===== src/rtl/seg_pkg.sv =====
// Shared 7-segment definitions: legal segment codes and monitor states.
// Display drivers reuse these codes so encoder and monitor always agree.
package seg_pkg;

    localparam logic [7:0] SEG_0 = 8'h3F;
    localparam logic [7:0] SEG_1 = 8'h06;
    localparam logic [7:0] SEG_2 = 8'h5B;
    localparam logic [7:0] SEG_3 = 8'h4F;
    localparam logic [7:0] SEG_4 = 8'h66;
    localparam logic [7:0] SEG_5 = 8'h6D;
    localparam logic [7:0] SEG_6 = 8'h7D;
    localparam logic [7:0] SEG_7 = 8'h07;
    localparam logic [7:0] SEG_8 = 8'h7F;
    localparam logic [7:0] SEG_9 = 8'h6F;
    localparam logic [7:0] SEG_A = 8'h77;
    localparam logic [7:0] SEG_B = 8'h7C;
    localparam logic [7:0] SEG_C = 8'h39;
    localparam logic [7:0] SEG_D = 8'h5E;
    localparam logic [7:0] SEG_E = 8'h79;
    localparam logic [7:0] SEG_F = 8'h71;

    localparam logic [7:0] SEG_CODES [16] = '{
        SEG_0, SEG_1, SEG_2, SEG_3,
        SEG_4, SEG_5, SEG_6, SEG_7,
        SEG_8, SEG_9, SEG_A, SEG_B,
        SEG_C, SEG_D, SEG_E, SEG_F
    };

    typedef enum logic [1:0] {
        IDLE,
        FIRST,
        TRACK
    } mon_state_t;

endpackage


===== src/rtl/seg7_decode.sv =====
// Combinational 7-segment decoder: segment bus to nibble plus legal flag.
// Any pattern outside the 16 codes (DP set included) is flagged illegal.
module seg7_decode
    import seg_pkg::*;
(
    input  logic [7:0] seg_in,
    output logic [3:0] nibble,
    output logic       legal
);

    // Match against the code table; nibble is 0 when nothing matches.
    always_comb begin
        nibble = 4'd0;
        legal  = 1'b0;
        for (int i = 0; i < 16; i++) begin
            if (seg_in == SEG_CODES[i]) begin
                nibble = 4'(i);
                legal  = 1'b1;
            end
        end
    end

endmodule


===== src/rtl/seg_monitor.sv =====
// Debounced 7-segment bus monitor: accepts stable patterns, decodes them
// and tracks up/down counting direction, flagging illegal codes and jumps.
module seg_monitor
    import seg_pkg::*;
#(
    parameter int STABLE_CYCLES = 2
) (
    input  logic       clk_2,
    input  logic       reset,
    input  logic       enable,
    input  logic [7:0] seg_in,
    output logic [3:0] hex_out,
    output logic       valid,
    output logic       invalid,
    output logic       dir_up,
    output logic       dir_valid,
    output logic       step_err,
    output logic [7:0] err_count
);

    localparam logic [3:0] RUN_MAX = 4'(STABLE_CYCLES);

    logic [7:0] seg_q;
    logic [3:0] run_q;
    logic [3:0] run_d;
    logic       accept;

    logic [3:0] dec_nib;
    logic       dec_legal;

    mon_state_t state_q;
    mon_state_t state_d;

    logic [3:0] hex_d;
    logic       valid_d;
    logic       invalid_d;
    logic       dir_up_d;
    logic       dir_valid_d;
    logic       step_err_d;
    logic       err_inc;

    logic [3:0] hex_inc;
    logic [3:0] hex_dec;

    assign hex_inc = hex_out + 4'd1;
    assign hex_dec = hex_out - 4'd1;

    seg7_decode u_decode (
        .seg_in (seg_in),
        .nibble (dec_nib),
        .legal  (dec_legal)
    );

    // Run length of identical samples; accept once when the run completes.
    always_comb begin
        run_d  = run_q;
        accept = 1'b0;
        if (enable) begin
            if (seg_in != seg_q) begin
                run_d = 4'd1;
            end else if (run_q != RUN_MAX) begin
                run_d = run_q + 4'd1;
            end
            accept = (run_d == RUN_MAX) &&
                     ((run_q != RUN_MAX) || (seg_in != seg_q));
        end
    end

    // Sample register and run counter, frozen while disabled.
    always_ff @(posedge clk_2 or posedge reset) begin
        if (reset) begin
            seg_q <= 8'h00;
            run_q <= 4'd0;
        end else if (enable) begin
            seg_q <= seg_in;
            run_q <= run_d;
        end
    end

    // Tracking FSM state register.
    always_ff @(posedge clk_2 or posedge reset) begin
        if (reset) begin
            state_q <= IDLE;
        end else begin
            state_q <= state_d;
        end
    end

    // Next state and next outputs on an accepted pattern.
    always_comb begin
        state_d     = state_q;
        hex_d       = hex_out;
        valid_d     = valid;
        invalid_d   = invalid;
        dir_up_d    = dir_up;
        dir_valid_d = dir_valid;
        step_err_d  = 1'b0;
        err_inc     = 1'b0;
        if (accept) begin
            if (!dec_legal) begin
                invalid_d   = 1'b1;
                valid_d     = 1'b0;
                dir_valid_d = 1'b0;
                err_inc     = 1'b1;
                state_d     = IDLE;
            end else if (state_q == IDLE) begin
                hex_d       = dec_nib;
                valid_d     = 1'b1;
                invalid_d   = 1'b0;
                dir_valid_d = 1'b0;
                state_d     = FIRST;
            end else begin
                unique case (1'b1)
                    (dec_nib == hex_inc): begin
                        hex_d       = dec_nib;
                        dir_up_d    = 1'b1;
                        dir_valid_d = 1'b1;
                        state_d     = TRACK;
                    end
                    (dec_nib == hex_dec): begin
                        hex_d       = dec_nib;
                        dir_up_d    = 1'b0;
                        dir_valid_d = 1'b1;
                        state_d     = TRACK;
                    end
                    (dec_nib == hex_out): begin
                        state_d = state_q;
                    end
                    default: begin
                        hex_d       = dec_nib;
                        dir_valid_d = 1'b0;
                        step_err_d  = 1'b1;
                        err_inc     = 1'b1;
                        state_d     = FIRST;
                    end
                endcase
            end
        end
    end

    // Registered outputs; step_err is a single-cycle pulse.
    always_ff @(posedge clk_2 or posedge reset) begin
        if (reset) begin
            hex_out   <= 4'd0;
            valid     <= 1'b0;
            invalid   <= 1'b0;
            dir_up    <= 1'b0;
            dir_valid <= 1'b0;
            step_err  <= 1'b0;
            err_count <= 8'd0;
        end else begin
            hex_out   <= hex_d;
            valid     <= valid_d;
            invalid   <= invalid_d;
            dir_up    <= dir_up_d;
            dir_valid <= dir_valid_d;
            step_err  <= step_err_d;
            if (err_inc && (err_count != 8'hFF)) begin
                err_count <= err_count + 8'd1;
            end
        end
    end

endmodule


===== config.mk =====
export PLATFORM = sky130hd
export DESIGN_NAME = seg_monitor
export DESIGN_NICKNAME = d
export VERILOG_FILES = /design/src/rtl/seg_pkg.sv /design/src/rtl/seg7_decode.sv /design/src/rtl/seg_monitor.sv
export SDC_FILE = /design/constraint.sdc
export NUM_CORES = 1
export LEC_CHECK = 0
export CORE_ASPECT_RATIO = 1.2
export CORE_MARGIN = 2
export CORE_UTILIZATION = 55
export DETAILED_ROUTE_END_ITERATION = 10
export PLACE_DENSITY_LB_ADDON = 0.15
export RECOVER_POWER = 50
export SYNTH_ARGS = -nofsm -noshare
export SYNTH_HDL_FRONTEND = slang
export SYNTH_HIERARCHICAL = 1
export SYNTH_SLANG_ARGS = --single-unit
export TNS_END_PERCENT = 5

===== constraint.sdc =====
create_clock -name clk_2 -period 3.05 [get_ports clk_2]
set_input_delay 0.305 -clock clk_2 [delete_from_list [all_inputs] [get_ports clk_2]]
set_output_delay 0.305 -clock clk_2 [all_outputs]
set_load 0.005 [all_outputs]

==> qor.yml, run 1 <==
status: "complete, no violations"
startpoint: "seg_in[7]"
antenna_found_initial: 0
synth-seq-cells: 30
clock_path_buffers: 2
place_inst: 304
r2r_slack_ns: 0.70
cts_hold_buf: 0
grt_use_total_pct: 28.31
core_sq_um: 3573
ys_types: 52
syn2layout_area_growth_pct: 36.46
pwr-share-clk_pct: 39.2
final_common_cell: "buf_4"
synthDominantCellAreaShare_pct: 37.08
worst_r2r_endpoint: "err_count[1]"
overflow: 0
ant_nets: 0
comb_power_share_pct: 18.1
synth_fp_nets: 226
drv_slew: 0
grt_pass1_vias: 1903
peakVddDrop_mv: 0.4159
fin_crit_sh_pct: 96.41
power.leakage_uw: 0.001264
avgSynthCellArea_sq_um: 9.640
worstPathMaxFanout: 6
yosysTopAreaCell: "dfrtp_1"
r2r-start: "run_q[0]"
arrival_ns: 3.12
die-area_sq_um: 4184
place.gp.congestion: 0.8858
critPathCapture: "err_count[5]"
startpoint_type: "input port"
drt_iter0_drc: 110
hold_viol_final: 0
diodes: 0
die_x_um: 59.39
synth_ff_type: "dfrtp_1"
synthCells: 210
layout-drive-gt1-share_pct: 27.27
wl_per_cell_um: 16.59
p_switching_uw: 261.0
drt-total-wl_mm: 5.209
io_buffers: 27
drt-pass1-iter-count: 4
cp-end-kind: "flop"
grt_start_max_net_pins: 18
numClockSinks: 30
rsz0062_at_grt: "true"
synthTopCellsByArea: "dfrtp_1, xnor2_1, mux2_2"
power_uw: 1012
setup_viol: 0
numCtsBuffers: 5
hp-class: "reg -> reg"
period_minus_slack_ns: 2.940
intPower_uw: 751.5
clk-insertion-delay-late_ns: 0.29
powerDensity_nw_per_um2: 366.5
syn_area_sq_um: 2024
routed_via_density: 5.933
reg2regPathDepth: 7
switching_share_pct: 25.78
critPathKind: "in -> reg"
cap_violations: 0
max_freq_mhz: 340.1
initial_utilization_pct: 56.65
root_buffer: "clkbuf_8"
fill_cells: 247
fin_nets: 290
ys_seq_area_share_pct: 37.08
route.detailed.drc: 0
synth_edf_count: 0
rows: 24
clkSlewWorstSetupHoldPaths_ns: 0.06
htreeDepth: 2
fin_cells: 314
hpwl_mm: 3.831
worstPathRequired_ns: 3.23
ios: 28
die-height_um: 70.46
seqPwrFrac_pct: 42.7
yosys_warnings: 6
final_cell_mix: "buf_4, dfrtp_1, nand2_1, clkdlybuf4s50_1"
vias: 1863
tightest_slew_ns: 0.8014
grt_pass1_wl_mm: 8.832
tritoncts: "done"
worst_clock_skew_ns: 0.01354
async_flop_share_pct: 100.0
maxSlewHeadroom_pct: 46.57
==> cell families after synthesis <==
group | share of synthesized area (%)
buf+inv | 3.893
compound gates | 11.93
flops | 37.08
simple gates | 25.46
mux | 6.984
xor+xnor | 11.56
fa+ha+maj | 3.090
==> power groups by stage <==
stage / combinational (uW) / clock, uW / sequential (uW)
6_report: 183 / 397 / 432
5_1_grt: 202 / 416 / 434
4_1_cts: 177 / 401 / 432
3_5_place_dp: 174 / 0 / 439
3_3_place_gp: 165 / 0 / 437
2_1_floorplan: 98.4 / 0 / 436
==> metrics by stage <==
stage / worst slack, ns / utilization (%) / setup TNS [ns] / hold slack, ns / area, sq um
after floorplan: 0.2248 / - / 0 / 0.3958 / 2024
after global placement: -0.1542 / 71.67 / -1.188 / 0.4739 / 2561
after detailed placement: -0.2687 / 71.67 / -1.863 / 0.4873 / 2561
after CTS: 0.02057 / 74.65 / 0 / 0.4009 / 2668
after global routing: -0.06238 / 77.31 / -0.1543 / 0.5227 / 2763
final: 0.1096 / 77.31 / 0 / 0.4971 / 2763
==> cell type report <==
class                           count  area, sq um  share of cell area, %
Clock buffer                        7        76.32                  2.763
Clock inverter                      1        30.03                  1.087
Inverter                            9        33.78                  1.223
Multi-Input combinational cell    164         1267                  45.88
Sequential cell                    30        750.7                  27.17
Tap cell                           39        48.80                  1.766
Timing Repair Buffer               64        555.5                  20.11
==> how the worst min path moves through the flow <==
stage	from	endpoint	slack, ns	depth (start not counted)
detailed placement	err_count[7]	err_count[7]	0.49	1
floorplan	reset	dir_up	0.40	1
global route	err_count[5]	err_count[5]	0.52	1
CTS	reset	err_count[2]	0.40	2
global placement	valid	valid	0.47	1
finish	err_count[5]	err_count[5]	0.50	1
==> worst max-delay path, stage by stage <==
cell and delay [ns]:
clkdlybuf4s50_1 0.48, and3b_2 0.22, buf_4 0.14, nand2_1 0.07, o21ai_2 0.06, a311o_2 0.41, xnor2_4 0.26, xnor2_2 0.15
nor4b_2 0.10, o41ai_4 0.41, buf_4 0.21, nand4_1 0.12, xnor2_1 0.16
==> per-layer routing <==
metal	global-route usage, %	vias to the layer above	share of wire (%)
met1	33.50	899	40
met5	0	-	0
met2	47.74	60	54
li1	-	886	-
met4	11.36	0	2.5
met3	7.037	18	3.9
==> synth_stat cells (3+ instances only) <==
cell and number:
nor2_1 11, xnor2_1 13, ha_1 5, o21ai_0 7, mux2_2 9, o22ai_1 3
nor2b_1 3, nand3_1 8, o211ai_1 4, nand2_1 25, buf_2 3, inv_1 9
nand4_1 4, o2111ai_1 3, dfrtp_1 30, xor2_1 10, nor3_1 9, and3_1 5
==> sequential cells by signal (all words and copies together), names as in the netlist <==
| register | count |
|---|---|
| err_count | 8 |
| seg_q | 8 |
| hex_out | 4 |
| run_q | 4 |
| state_q | 2 |
| dir_up | 1 |
| invalid | 1 |
| step_err | 1 |
| valid | 1 |
==> what timing repair did <==
item	4_1_cts	5_1_grt
resized for setup	0	21
buffers inserted	0	4
endpoints found under the setup margin	0	9
Power figures use the tool's default switching activity.
==> inputs of run 2 (changes only) <==
CELL_PAD_IN_SITES_DETAIL_PLACEMENT = 1   (was unset)
CELL_PAD_IN_SITES_GLOBAL_PLACEMENT = 1   (was unset)
CORE_ASPECT_RATIO = unset   (was 1.2)
CORE_UTILIZATION = 42   (was 55)
CTS_CLUSTER_SIZE = 8   (was unset)
==> qor.yml, run 2 (synthesis results as in run 1) <==
drt-pass1-iter-count: 4
route.detailed.drc: 0
io_buffers: 27
clk-insertion-delay-late_ns: 0.28
hpwl_mm: 4.164
startpoint_type: "input port"
worstPathMaxFanout: 6
overflow: 0
final_common_cell: "buf_4"
syn2layout_area_growth_pct: 40.67
hold_viol_final: 0
numClockSinks: 30
drt_iter0_drc: 62
cap_violations: 1
reg.largest.list: "err_count (8), seg_q (8)"
cp-end-kind: "flop"
critPathKind: "in -> reg"
maxSlewHeadroom_pct: -9.847
clock_path_buffers: 2
ios: 28
clkSlewWorstSetupHoldPaths_ns: 0.07
drv_slew: 31
powerDensity_nw_per_um2: 339.1
die-area_sq_um: 5391
ant_nets: 0
setup_viol: 0
vias: 1899
grt_pass1_vias: 2090
root_buffer: "clkbuf_8"
antenna_found_initial: 0
tritoncts: "done"
rsz0062_at_grt: "false"
fin_nets: 300
grt_start_max_net_pins: 31
die-height_um: 73.43
crit_chain: "dlymetal6s2s_1 -> or3_4 -> mux2_4 -> o21ai_2 -> a311o_2 -> xnor2_4 -> xnor2_2 -> nor4b_2 -> buf_4 -> o41ai_4 -> buf_4 -> nand4_1 -> xnor2_1"
worstPathRequired_ns: 3.23
rows: 25
fin_crit_sh_pct: 88.75
tightest_slew_ns: 1.648
multi_input_area_sq_um: 1261
die_x_um: 73.43
status: "finished, violations left"
crit_slowest_cell: "or3_4"
initial_utilization_pct: 43.15
whs_ns: 0.4752
slowest_delay_ns: 0.41
grt_pass1_wl_mm: 9.466
critPathTopFamily: "compound AO/OA/AOI/OAI gates"
register_area_sq_um: 750.7
worst_clock_skew_ns: 0.005900
violations: "max-capacitance violations, max-slew violations"
tns_ns: 0
diodes: 0
layout-drive-gt1-share_pct: 29.47
cp_common_cell: "buf_4"
max_freq_mhz: 369.4
grt_use_total_pct: 22.74
drt-total-wl_mm: 5.693
hp-class: "in -> reg"
final_cell_mix: "buf_4, dfrtp_1, nand2_1, clkdlybuf4s50_1"
wl_per_cell_um: 16.79
arrival_ns: 2.88
routed_via_density: 5.602
fill_cells: 519
place.gp.congestion: 0.8163
peakVddDrop_mv: 0.2646
core_sq_um: 4692
numCtsBuffers: 5
path_buf_inv: 3
power.leakage_uw: 0.001352
htreeDepth: 2
cts_hold_buf: 0
period_minus_slack_ns: 2.707
## run 2: cell type report
class                      instances  area share [%]
clock buffer                       6           2.900
clock inverter                     2          0.4394
inverter                           9           1.186
multi-input combinational        164           44.29
sequential                        30           26.36
tap                               54           2.373
timing repair buffer              74           22.45
## run 2: metal layers
layer,wire length [um],track usage [%]
met5,0,0
met4,124,8.283
met3,178,3.841
met2,2915,38.54
met1,2474,29.07
## run 2: path summary, 6_finish.rpt
kind                               from            to  slack [ns]  cells after the start
max reg2reg                  hex_out[0]  err_count[7]        0.74                      9
max in group asynchronous         reset    hex_out[0]        1.05                      3
max                           seg_in[0]  err_count[7]        0.34                     13
min in group asynchronous         reset      seg_q[4]        1.04                      3
min                           seg_in[6]      seg_q[6]        0.48                      3
min reg2reg                err_count[6]  err_count[6]        0.49                      1
## run 2: power breakdown
part | switching (uW) | internal, uW
Sequential | 15.8 | 416
Combinational | 93.3 | 94.6
Clock | 165 | 181
Total | 274 | 692
## run 2: worst min-delay path, cell delays in order
cell and delay (ns):
dlymetal6s2s_1 0.13, buf_4 0.14, mux2_2 0.15
## run 2: through the flow
stage,total power [uW],utilization [%],worst slack [ns],cell area [sq um],cells
floorplan,534.1,-,0.2248,2024,210
global placement,613.8,56.75,-0.1722,2663,330
detailed placement,623.2,56.75,-0.2814,2663,330
CTS,971.9,58.77,0.03581,2758,338
global route,1008,60.69,0.2107,2848,339
finish,965.8,60.69,0.3433,2848,339
## run 2: what timing repair did
item,4_1_cts,5_1_grt
resized for setup,0,20
endpoints found under the setup margin,0,9
setup buffers,0,1
